`config.mk`:
```
export PLATFORM = sky130hd
export DESIGN_NAME = adaptive_phase_sequencer
export DESIGN_NICKNAME = d
export VERILOG_FILES = /design/src/rtl/adaptive_phase_sequencer_pkg.sv /design/src/rtl/adaptive_phase_sequencer_green_time_calc.sv /design/src/rtl/adaptive_phase_sequencer.sv
export SDC_FILE = /design/constraint.sdc
export NUM_CORES = 1
export LEC_CHECK = 0
export ABC_CLOCK_PERIOD_IN_PS = 12550
export CAP_MARGIN = 5
export CORE_ASPECT_RATIO = 1.4
export CORE_MARGIN = 2
export CORE_UTILIZATION = 59
export DETAILED_ROUTE_END_ITERATION = 8
export PLACE_DENSITY = 0.95
export SLEW_MARGIN = 20
export SYNTH_ARGS = -nofsm -noshare
export SYNTH_HDL_FRONTEND = slang
export SYNTH_SLANG_ARGS = --single-unit
```
`constraint.sdc`:
```
create_clock -name clk -period 12.55 [get_ports clk]
set_input_delay 3.765 -clock clk [delete_from_list [all_inputs] [get_ports clk]]
set_output_delay 3.765 -clock clk [all_outputs]
set_load 0.02 [all_outputs]
```
`src/rtl/adaptive_phase_sequencer_pkg.sv`:
```
// Shared definitions for the adaptive traffic phase sequencer:
// FSM state encoding and default timing constants.
package adaptive_phase_sequencer_pkg;

  localparam logic [1:0] ST_IDLE    = 2'd0;
  localparam logic [1:0] ST_GREEN   = 2'd1;
  localparam logic [1:0] ST_YELLOW  = 2'd2;
  localparam logic [1:0] ST_ALL_RED = 2'd3;

  localparam int DEF_TG_MIN    = 5;
  localparam int DEF_TG_MAX    = 60;
  localparam int DEF_YELLOW_T  = 3;
  localparam int DEF_ALL_RED_T = 1;

  function automatic int max_int(input int a, input int b);
    return (a > b) ? a : b;
  endfunction

endpackage

```
`src/rtl/adaptive_phase_sequencer_green_time_calc.sv`:
```
// Combinational green-time computation: the selected road's count is compared
// against the average count, half the difference is added to the base time, clamped.
module green_time_calc
  import adaptive_phase_sequencer_pkg::*;
#(
  parameter int NUM_ROADS = 4,
  parameter int CNT_W     = 8,
  parameter int TIME_W    = 8,
  parameter int TG_MIN    = DEF_TG_MIN,
  parameter int TG_MAX    = DEF_TG_MAX,
  localparam int RW       = $clog2(NUM_ROADS)
) (
  input  logic [NUM_ROADS*CNT_W-1:0] counts_i,
  input  logic [TIME_W-1:0]          tg_base_i,
  input  logic [RW-1:0]              road_i,
  output logic [TIME_W-1:0]          tg_o
);

  localparam int SUM_W = CNT_W + RW;
  // Wide enough for base + signed half-delta without wrap, plus a guard bit.
  localparam int EXT_W = max_int(TIME_W, CNT_W) + 2;
  localparam logic signed [EXT_W-1:0] MIN_E = EXT_W'(TG_MIN);
  localparam logic signed [EXT_W-1:0] MAX_E = EXT_W'(TG_MAX);

  logic [SUM_W-1:0]        sum_s;
  logic [CNT_W-1:0]        avg_s;
  logic [CNT_W-1:0]        cnt_s;
  logic signed [CNT_W:0]   delta_s;
  logic signed [CNT_W:0]   half_s;
  logic signed [EXT_W-1:0] tg_raw_s;

  // Sum of all approach counts, sized so it cannot overflow.
  always_comb begin
    sum_s = {SUM_W{1'b0}};
    for (int r = 0; r < NUM_ROADS; r++) begin
      sum_s = sum_s + SUM_W'(counts_i[r*CNT_W +: CNT_W]);
    end
  end

  assign avg_s    = CNT_W'(sum_s >> RW);
  assign cnt_s    = counts_i[road_i*CNT_W +: CNT_W];
  assign delta_s  = $signed({1'b0, cnt_s}) - $signed({1'b0, avg_s});
  assign half_s   = delta_s >>> 1'b1;
  assign tg_raw_s = $signed({{(EXT_W-TIME_W){1'b0}}, tg_base_i})
                  + $signed({{(EXT_W-CNT_W-1){half_s[CNT_W]}}, half_s});

  // Clamp into the legal green window.
  always_comb begin
    if (tg_raw_s < MIN_E) begin
      tg_o = TIME_W'(TG_MIN);
    end else if (tg_raw_s > MAX_E) begin
      tg_o = TIME_W'(TG_MAX);
    end else begin
      tg_o = tg_raw_s[TIME_W-1:0];
    end
  end

endmodule

```
`src/rtl/adaptive_phase_sequencer.sv`:
```
// Adaptive traffic-light phase sequencer: round-robin GREEN/YELLOW/ALL_RED cycling
// with per-road green time derived from relative vehicle counts.
module adaptive_phase_sequencer
  import adaptive_phase_sequencer_pkg::*;
#(
  parameter int NUM_ROADS  = 4,
  parameter int CNT_W      = 8,
  parameter int TIME_W     = 8,
  parameter int TG_MIN     = DEF_TG_MIN,
  parameter int TG_MAX     = DEF_TG_MAX,
  parameter int YELLOW_T   = DEF_YELLOW_T,
  parameter int ALL_RED_T  = DEF_ALL_RED_T,
  parameter int SKIP_EMPTY = 1,
  localparam int RW        = $clog2(NUM_ROADS)
) (
  input  logic                       clk,
  input  logic                       reset,
  input  logic                       tick,
  input  logic                       enable,
  input  logic [NUM_ROADS*CNT_W-1:0] counts,
  input  logic [TIME_W-1:0]          tg_base,
  output logic [NUM_ROADS-1:0]       green,
  output logic [NUM_ROADS-1:0]       yellow,
  output logic [RW-1:0]              active_road,
  output logic [TIME_W-1:0]          tg_current,
  output logic                       phase_done
);

  logic [1:0]           state_q, state_d;
  logic [TIME_W-1:0]    timer_q, timer_d;
  logic [TIME_W-1:0]    tg_q, tg_d;
  logic [RW-1:0]        road_q, road_d;
  logic [NUM_ROADS-1:0] green_q, green_d;
  logic [NUM_ROADS-1:0] yellow_q, yellow_d;
  logic                 done_q, done_d;

  logic [RW-1:0]        next_road_s;
  logic [RW-1:0]        cand_s;
  logic                 found_s;
  logic [RW-1:0]        calc_road_s;
  logic [TIME_W-1:0]    tg_calc_s;
  logic                 expire_s;

  // Round-robin successor; with skipping, the first non-empty road after the current one.
  always_comb begin
    next_road_s = road_q + 1'b1;
    cand_s      = {RW{1'b0}};
    found_s     = 1'b0;
    if (SKIP_EMPTY != 0) begin
      for (int k = 1; k <= NUM_ROADS; k++) begin
        cand_s = road_q + RW'(k);
        if (!found_s && (counts[cand_s*CNT_W +: CNT_W] != {CNT_W{1'b0}})) begin
          next_road_s = cand_s;
          found_s     = 1'b1;
        end else begin
          found_s = found_s;
        end
      end
    end else begin
      found_s = 1'b0;
    end
  end

  assign calc_road_s = (state_q == ST_IDLE) ? {RW{1'b0}} : next_road_s;

  green_time_calc #(
    .NUM_ROADS (NUM_ROADS),
    .CNT_W     (CNT_W),
    .TIME_W    (TIME_W),
    .TG_MIN    (TG_MIN),
    .TG_MAX    (TG_MAX)
  ) u_calc (
    .counts_i  (counts),
    .tg_base_i (tg_base),
    .road_i    (calc_road_s),
    .tg_o      (tg_calc_s)
  );

  // Phase FSM, tick-driven timer and road selection.
  always_comb begin
    expire_s = tick && (timer_q == TIME_W'(1));
    state_d  = state_q;
    road_d   = road_q;
    tg_d     = tg_q;
    done_d   = 1'b0;
    if (tick && (timer_q != {TIME_W{1'b0}})) begin
      timer_d = timer_q - 1'b1;
    end else begin
      timer_d = timer_q;
    end
    case (state_q)
      ST_IDLE: begin
        if (enable) begin
          state_d = ST_GREEN;
          road_d  = {RW{1'b0}};
          timer_d = tg_calc_s;
          tg_d    = tg_calc_s;
        end else begin
          road_d = {RW{1'b0}};
        end
      end
      ST_GREEN: begin
        if (expire_s) begin
          state_d = ST_YELLOW;
          timer_d = TIME_W'(YELLOW_T);
        end else begin
          state_d = ST_GREEN;
        end
      end
      ST_YELLOW: begin
        if (expire_s) begin
          state_d = ST_ALL_RED;
          timer_d = TIME_W'(ALL_RED_T);
        end else begin
          state_d = ST_YELLOW;
        end
      end
      ST_ALL_RED: begin
        if (expire_s) begin
          done_d = 1'b1;
          if (enable) begin
            state_d = ST_GREEN;
            road_d  = next_road_s;
            timer_d = tg_calc_s;
            tg_d    = tg_calc_s;
          end else begin
            state_d = ST_IDLE;
            road_d  = {RW{1'b0}};
            timer_d = {TIME_W{1'b0}};
          end
        end else begin
          state_d = ST_ALL_RED;
        end
      end
      default: begin
        state_d = ST_IDLE;
        road_d  = {RW{1'b0}};
        timer_d = {TIME_W{1'b0}};
      end
    endcase
  end

  // Lamp outputs decoded from the next state so they register alongside it.
  always_comb begin
    green_d  = {NUM_ROADS{1'b0}};
    yellow_d = {NUM_ROADS{1'b0}};
    case (state_d)
      ST_GREEN:  green_d  = {{(NUM_ROADS-1){1'b0}}, 1'b1} << road_d;
      ST_YELLOW: yellow_d = {{(NUM_ROADS-1){1'b0}}, 1'b1} << road_d;
      default:   green_d  = {NUM_ROADS{1'b0}};
    endcase
  end

  // State and output registers; reset abandons any phase in progress.
  always_ff @(posedge clk) begin
    if (reset) begin
      state_q  <= ST_IDLE;
      timer_q  <= {TIME_W{1'b0}};
      tg_q     <= {TIME_W{1'b0}};
      road_q   <= {RW{1'b0}};
      green_q  <= {NUM_ROADS{1'b0}};
      yellow_q <= {NUM_ROADS{1'b0}};
      done_q   <= 1'b0;
    end else begin
      state_q  <= state_d;
      timer_q  <= timer_d;
      tg_q     <= tg_d;
      road_q   <= road_d;
      green_q  <= green_d;
      yellow_q <= yellow_d;
      done_q   <= done_d;
    end
  end

  assign green       = green_q;
  assign yellow      = yellow_q;
  assign active_road = road_q;
  assign tg_current  = tg_q;
  assign phase_done  = done_q;

endmodule

```
* Word-level counts from Yosys, hierarchy flattened
Index checks and enable logic that the tools add are counted.
Storage, ports and cells: flip-flop bits (word level) 29, bits in latches 0, memory bits (writable) 0, memory bits (read-only) 0, input bits 44, memories 0
Cells by class: add/subtract/negate cells 9, multipliers 0, divide/modulo/power cells 0, magnitude comparators 2, eq/ne operators 7, shift-type cells 6, muxes and demuxes 29, bitwise gates (word level) 3, reductions and logical operators 19
Operator list (count):
- indexed part select 32 x 6 -> 8 bit | 5
- 2-to-1 mux 8 bit | 10
- nonzero test 8 bit | 5
- case mux 8 bit (4 select lines) | 1
- adder 10 x 8 -> 10 bit | 2
- 2-to-1 mux 2 bit | 9
- case mux 8 bit (2 select lines) | 1
- adder 9 x 8 -> 10 bit | 1
- greater-than comparator 10 x 7 -> 1 bit (second input constant) | 1
- less-than comparator 10 x 4 -> 1 bit (second input constant) | 1
- adder 8 x 8 -> 9 bit | 1
- subtractor 8 x 8 -> 9 bit | 1
- equality test 8 x 1 -> 1 bit (second input constant) | 1
- case mux 2 bit (4 select lines) | 1
- subtractor 8 x 1 -> 8 bit (second input constant) | 1
- equality test 2 bit (second input constant) | 3
- 2-to-1 mux 1 bit | 6
- OR reduction 2 bit | 3
- logical AND 1 bit | 5
- adder 2 bit (second input constant) | 2
- equality test 2 x 1 -> 1 bit (second input constant) | 2
- case mux 2 bit (2 select lines) | 1
- left shift 1 x 2 -> 4 bit (first input constant) | 1
- zero test 1 bit | 3
- other kinds (6) | 8

* Logic depth before layout (Yosys ltp)
word-level depth 23, depth in mapped cells 32, depth with buffers taken out 31

* By module
Synthesis repeated with hierarchy kept, for this count alone.
Unflattened totals: cell total of the unflattened synthesis 424, area, all modules 3585.9 um^2
By module, submodules not included:
- green_time_calc | times used 1, cells each 218, area each 1871.8 um^2
- adaptive_phase_sequencer | times used 1, cells each 206, area each 1714.1 um^2

* Worst setup path after synthesis
Ideal clock, no wire load.
path kind input port to flip-flop, start input port counts[23], end register timer_q[2], library setup time 0.140 ns, arrival 9.618 ns, setup slack 2.792 ns, cell stages on the path 26, cells stage by stage or4_4 -> or4_4 -> o221a_1 -> o211ai_2 -> a21oi_1 -> or3_1 -> buf_6 -> nor2_1 -> a21oi_1 -> o21ai_0 -> ha_1 -> and2_1 -> a311o_1 -> and2_1 -> a311o_1 -> ha_1 -> a21oi_1 -> o21ai_0 -> a21oi_1 -> o21bai_1 -> a21oi_1 -> and3b_1 -> o221ai_1 -> clkbuf_1 -> o41ai_1 -> a221oi_1
On the way: longest elaborated chain between the ends 22, elaborated cells between the ends (all ways) 34, those cells by class 4 x add/sub; 2 x order compare; 5 x shift; 13 x mux; 10 x reduce/logical
Ends and longest elaborated chain:
- start: declaration | line adaptive_phase_sequencer.sv:20 | input logic [NUM_ROADS*CNT_W-1:0] counts,
- indexed part select 32 x 6 -> 8 bit | line adaptive_phase_sequencer.sv:52 | if (!found_s && (counts[cand_s*CNT_W +: CNT_W] != {CNT_W{1'b0}})) begin
- nonzero test 8 bit | line adaptive_phase_sequencer.sv:52
- 2-to-1 mux 1 bit | line adaptive_phase_sequencer.sv:52
- zero test 1 bit | line adaptive_phase_sequencer.sv:52
- logical AND 1 bit | line adaptive_phase_sequencer.sv:52
- 2-to-1 mux 1 bit | line adaptive_phase_sequencer.sv:52
- zero test 1 bit | line adaptive_phase_sequencer.sv:52
- logical AND 1 bit | line adaptive_phase_sequencer.sv:52
- (+6 left out)
- subtractor 8 x 8 -> 9 bit (*) | line adaptive_phase_sequencer_green_time_calc.sv:42 | assign delta_s = $signed({1'b0, cnt_s}) - $signed({1'b0, avg_s});
- adder 9 x 8 -> 10 bit (*) | line adaptive_phase_sequencer_green_time_calc.sv:45 | + $signed({{(EXT_W-CNT_W-1){half_s[CNT_W]}}, half_s});
- greater-than comparator 10 x 7 -> 1 bit | line adaptive_phase_sequencer_green_time_calc.sv:51 | end else if (tg_raw_s > MAX_E) begin
- 2-to-1 mux 8 bit | line adaptive_phase_sequencer_green_time_calc.sv:51
- 2-to-1 mux 8 bit (*) | line adaptive_phase_sequencer_green_time_calc.sv:49 | if (tg_raw_s < MIN_E) begin
- 2-to-1 mux 8 bit | line adaptive_phase_sequencer.sv:121 | if (enable) begin
- 2-to-1 mux 8 bit | line adaptive_phase_sequencer.sv:119 | if (expire_s) begin
- case mux 8 bit (4 select lines) (*) | line adaptive_phase_sequencer.sv:91 | case (state_q)
- end signal: assignment | line adaptive_phase_sequencer.sv:158 | timer_q <= {TIME_W{1'b0}};
- end signal: assignment | line adaptive_phase_sequencer.sv:166 | timer_q <= timer_d;
- end: declaration | line adaptive_phase_sequencer.sv:30 | logic [TIME_W-1:0] timer_q, timer_d;
Every way passes the cells marked *; elsewhere a longest branch is shown, timed or not. A chain may end at the register's enable or synchronous reset.

* Final worst setup path
start input port counts[20], end register timer_q[2]
The elaborated chain is that of the path after synthesis.

==> reports/qor.yml <==
grt_pass1_vias: 3580
drtPass1Iterations: 6
synth_area_mm2: 0.003531
cts.path.max_buffers: 2
cts_tree: "done"
detail-route-antenna-nets: 0
synth_top_area_cell: "dfxtp_1"
cp_common_cell: "a21oi_1"
slew-limit-headroom: 0.3477
nNetsFinal: 615
pwr_density_cell_mw_per_mm2: 239.1
syn2layout_area_growth_pct: 20.80
seq_area_frac_synth: 0.1644
cts_buffers: 5
ys_ff_latch: 29
finalSetupViolations: 0
htreeDepth: 2
chipWidth_um: 69.38
crit_path_start_kind: "primary input"
placement.io_buffers: 62
synth_top_area_frac: 0.1644
synth_top_cells_by_area: "dfxtp_1 16%, ha_1 14%, fa_1 6.2%"
rsz0062_at_grt: "false"
hold_depth: 2
place_area_mm2: 0.004179
boundaryPins: 63
antenna_found_initial: 0
ys_async_sr_fraction: 0
cap_violations: 0
dpl.hpwl_um: 7356
hold_path_class: "reg -> reg"
grt_usage: 0.2866
slowest_delay_ns: 0.59
finalSetupTns_ns: 0
finalHoldViolations: 0
start_util: 0.6065
routabilityCongestion: 0.9580
reg2reg_depth: 24
slew_viol_final: 0
yosysMostFrequentCell: "inv_1"
status: "complete, no violations"
grt_overflow: 0
cp-end-kind: "flop"
num_antenna_cells: 0
cts.sinks: 29
wirelength_um: 9038
hold_buffers: 0
yosys-top-cells-count: "53 x inv_1, 46 x nor2_1, 40 x ha_1"
synth_edf_count: 0
synth_ff_type: "dfxtp_1"
fin_area_mm2: 0.004265
worstSetupPathType: "in -> reg"
worstPathMaxFanout: 11
clock_latency_ns: 0.28
rrSetupSlack_ns: 5.07
required_ns: 12.66
worst_hold_slack_ns: 0.4717
grt_first_pass_wirelength_um: 15500
vias_per_cell: 6.086
drive_gt1_frac: 0.03269
syn-num-nets: 560
p_leak_nw: 1.833
drt_iter0_drc: 210
wl_per_cell_um: 15.32
clkTransAtPathRegs_ns: 0.06
period_minus_slack_ns: 10.75
core_mm2: 0.005822
fp.dieH_um: 95.54
cts_root_buf: "clkbuf_8"
worstPathArrival_ns: 10.87
yosys.cell_types.count: 60
vdd_drop_max_mv: 0.2610
route.detailed.drc: 0
tightest_slew_ns: 0.9784
cts_resized: 0
syn_area_per_cell_um2: 7.593
vias: 3591
row_count: 33
die_area_mm2: 0.006628
max_freq_ghz: 0.09299
worst_path_max_delay_cell: "or3_1"
finalCritPeriodShare: 0.8569
yosys_warnings: 0
grt_max_degree: 26
post_cts_buffers: 0
syn_inst: 465
clock_skew_ns: 0.004808
final timing paths:
check                        to      startpoint
hold reg to reg   tg_current[1]   tg_current[1]
hold / removal    tg_current[1]   tg_current[1]
setup reg to reg     timer_q[2]  active_road[0]
setup / recovery     timer_q[2]      counts[20]
worst max-delay path, delay by kind of cell:
kind            cells  cell delay, ns
fa+ha+maj           2            0.64
compound gates     15            3.70
buf+inv             1            0.47
simple gates        7            2.28
layout by cell type, fill, tap and decap left out, types with 10 or more instances in the layout:
master,instances
xnor2_1,18
o21bai_1,11
xor2_1,13
a21oi_1,37
nand2_1,28
ha_1,40
nor2_1,46
fa_1,11
nor4_1,10
dfxtp_1,29
nor3_1,14
clkdlybuf4s50_1,62
inv_1,53
o21ai_0,34
kinds of logic after synthesis:
kind of cell | share of synthesized area
compound gates | 0.2665
flops | 0.1644
mux | 0.02303
fa+ha+maj | 0.2041
simple gates | 0.1885
xor+xnor | 0.07690
buf+inv | 0.07654
flip-flops by register name, summed over array words and instances, names as in the netlist:
register,cells
state_q,2
active_road,2
green,4
tg_current,8
yellow,4
phase_done,1
timer_q,8
stage by stage:
stage                      power, W  instances  utilization  setup WS, ns
after floorplan           0.0007606        465            -         2.792
after global placement    0.0008867        583       0.7178         1.804
after detailed placement  0.0009270        583       0.7178         1.554
after CTS                  0.001009        590       0.7326         1.828
after global routing       0.001128        590       0.7326         1.203
final                      0.001020        590       0.7326         1.796
power breakdown:
part	internal, W	leakage, nW	total (W)	switching, W
logic	0.000334	1.55	0.000828	0.000494
clock network	0.0000434	0.0443	0.0000773	0.0000339
registers	0.000106	0.236	0.000115	0.00000911
total	0.000483	1.83	0.00102	0.000537
metal layers:
metal / vias up / global-route usage / share of wire
met5: - / 0 / 0
met4: 0 / 0.1928 / 0.060
met3: 43 / 0.02431 / 0.039
met2: 140 / 0.5569 / 0.53
met1: 1655 / 0.2893 / 0.37
li1: 1753 / - / -
area by class of cell:
cell class / instances / area (um2)
Multi-Input combinational cell: 367 / 2680
Fill cell: 483 / 1556
Inverter: 54 / 202.7
Clock buffer: 7 / 86.33
Timing Repair Buffer: 63 / 628.1
Sequential cell: 29 / 580.6
Tap cell: 70 / 87.58
No activity file was read; power rests on OpenSTA's default activity.
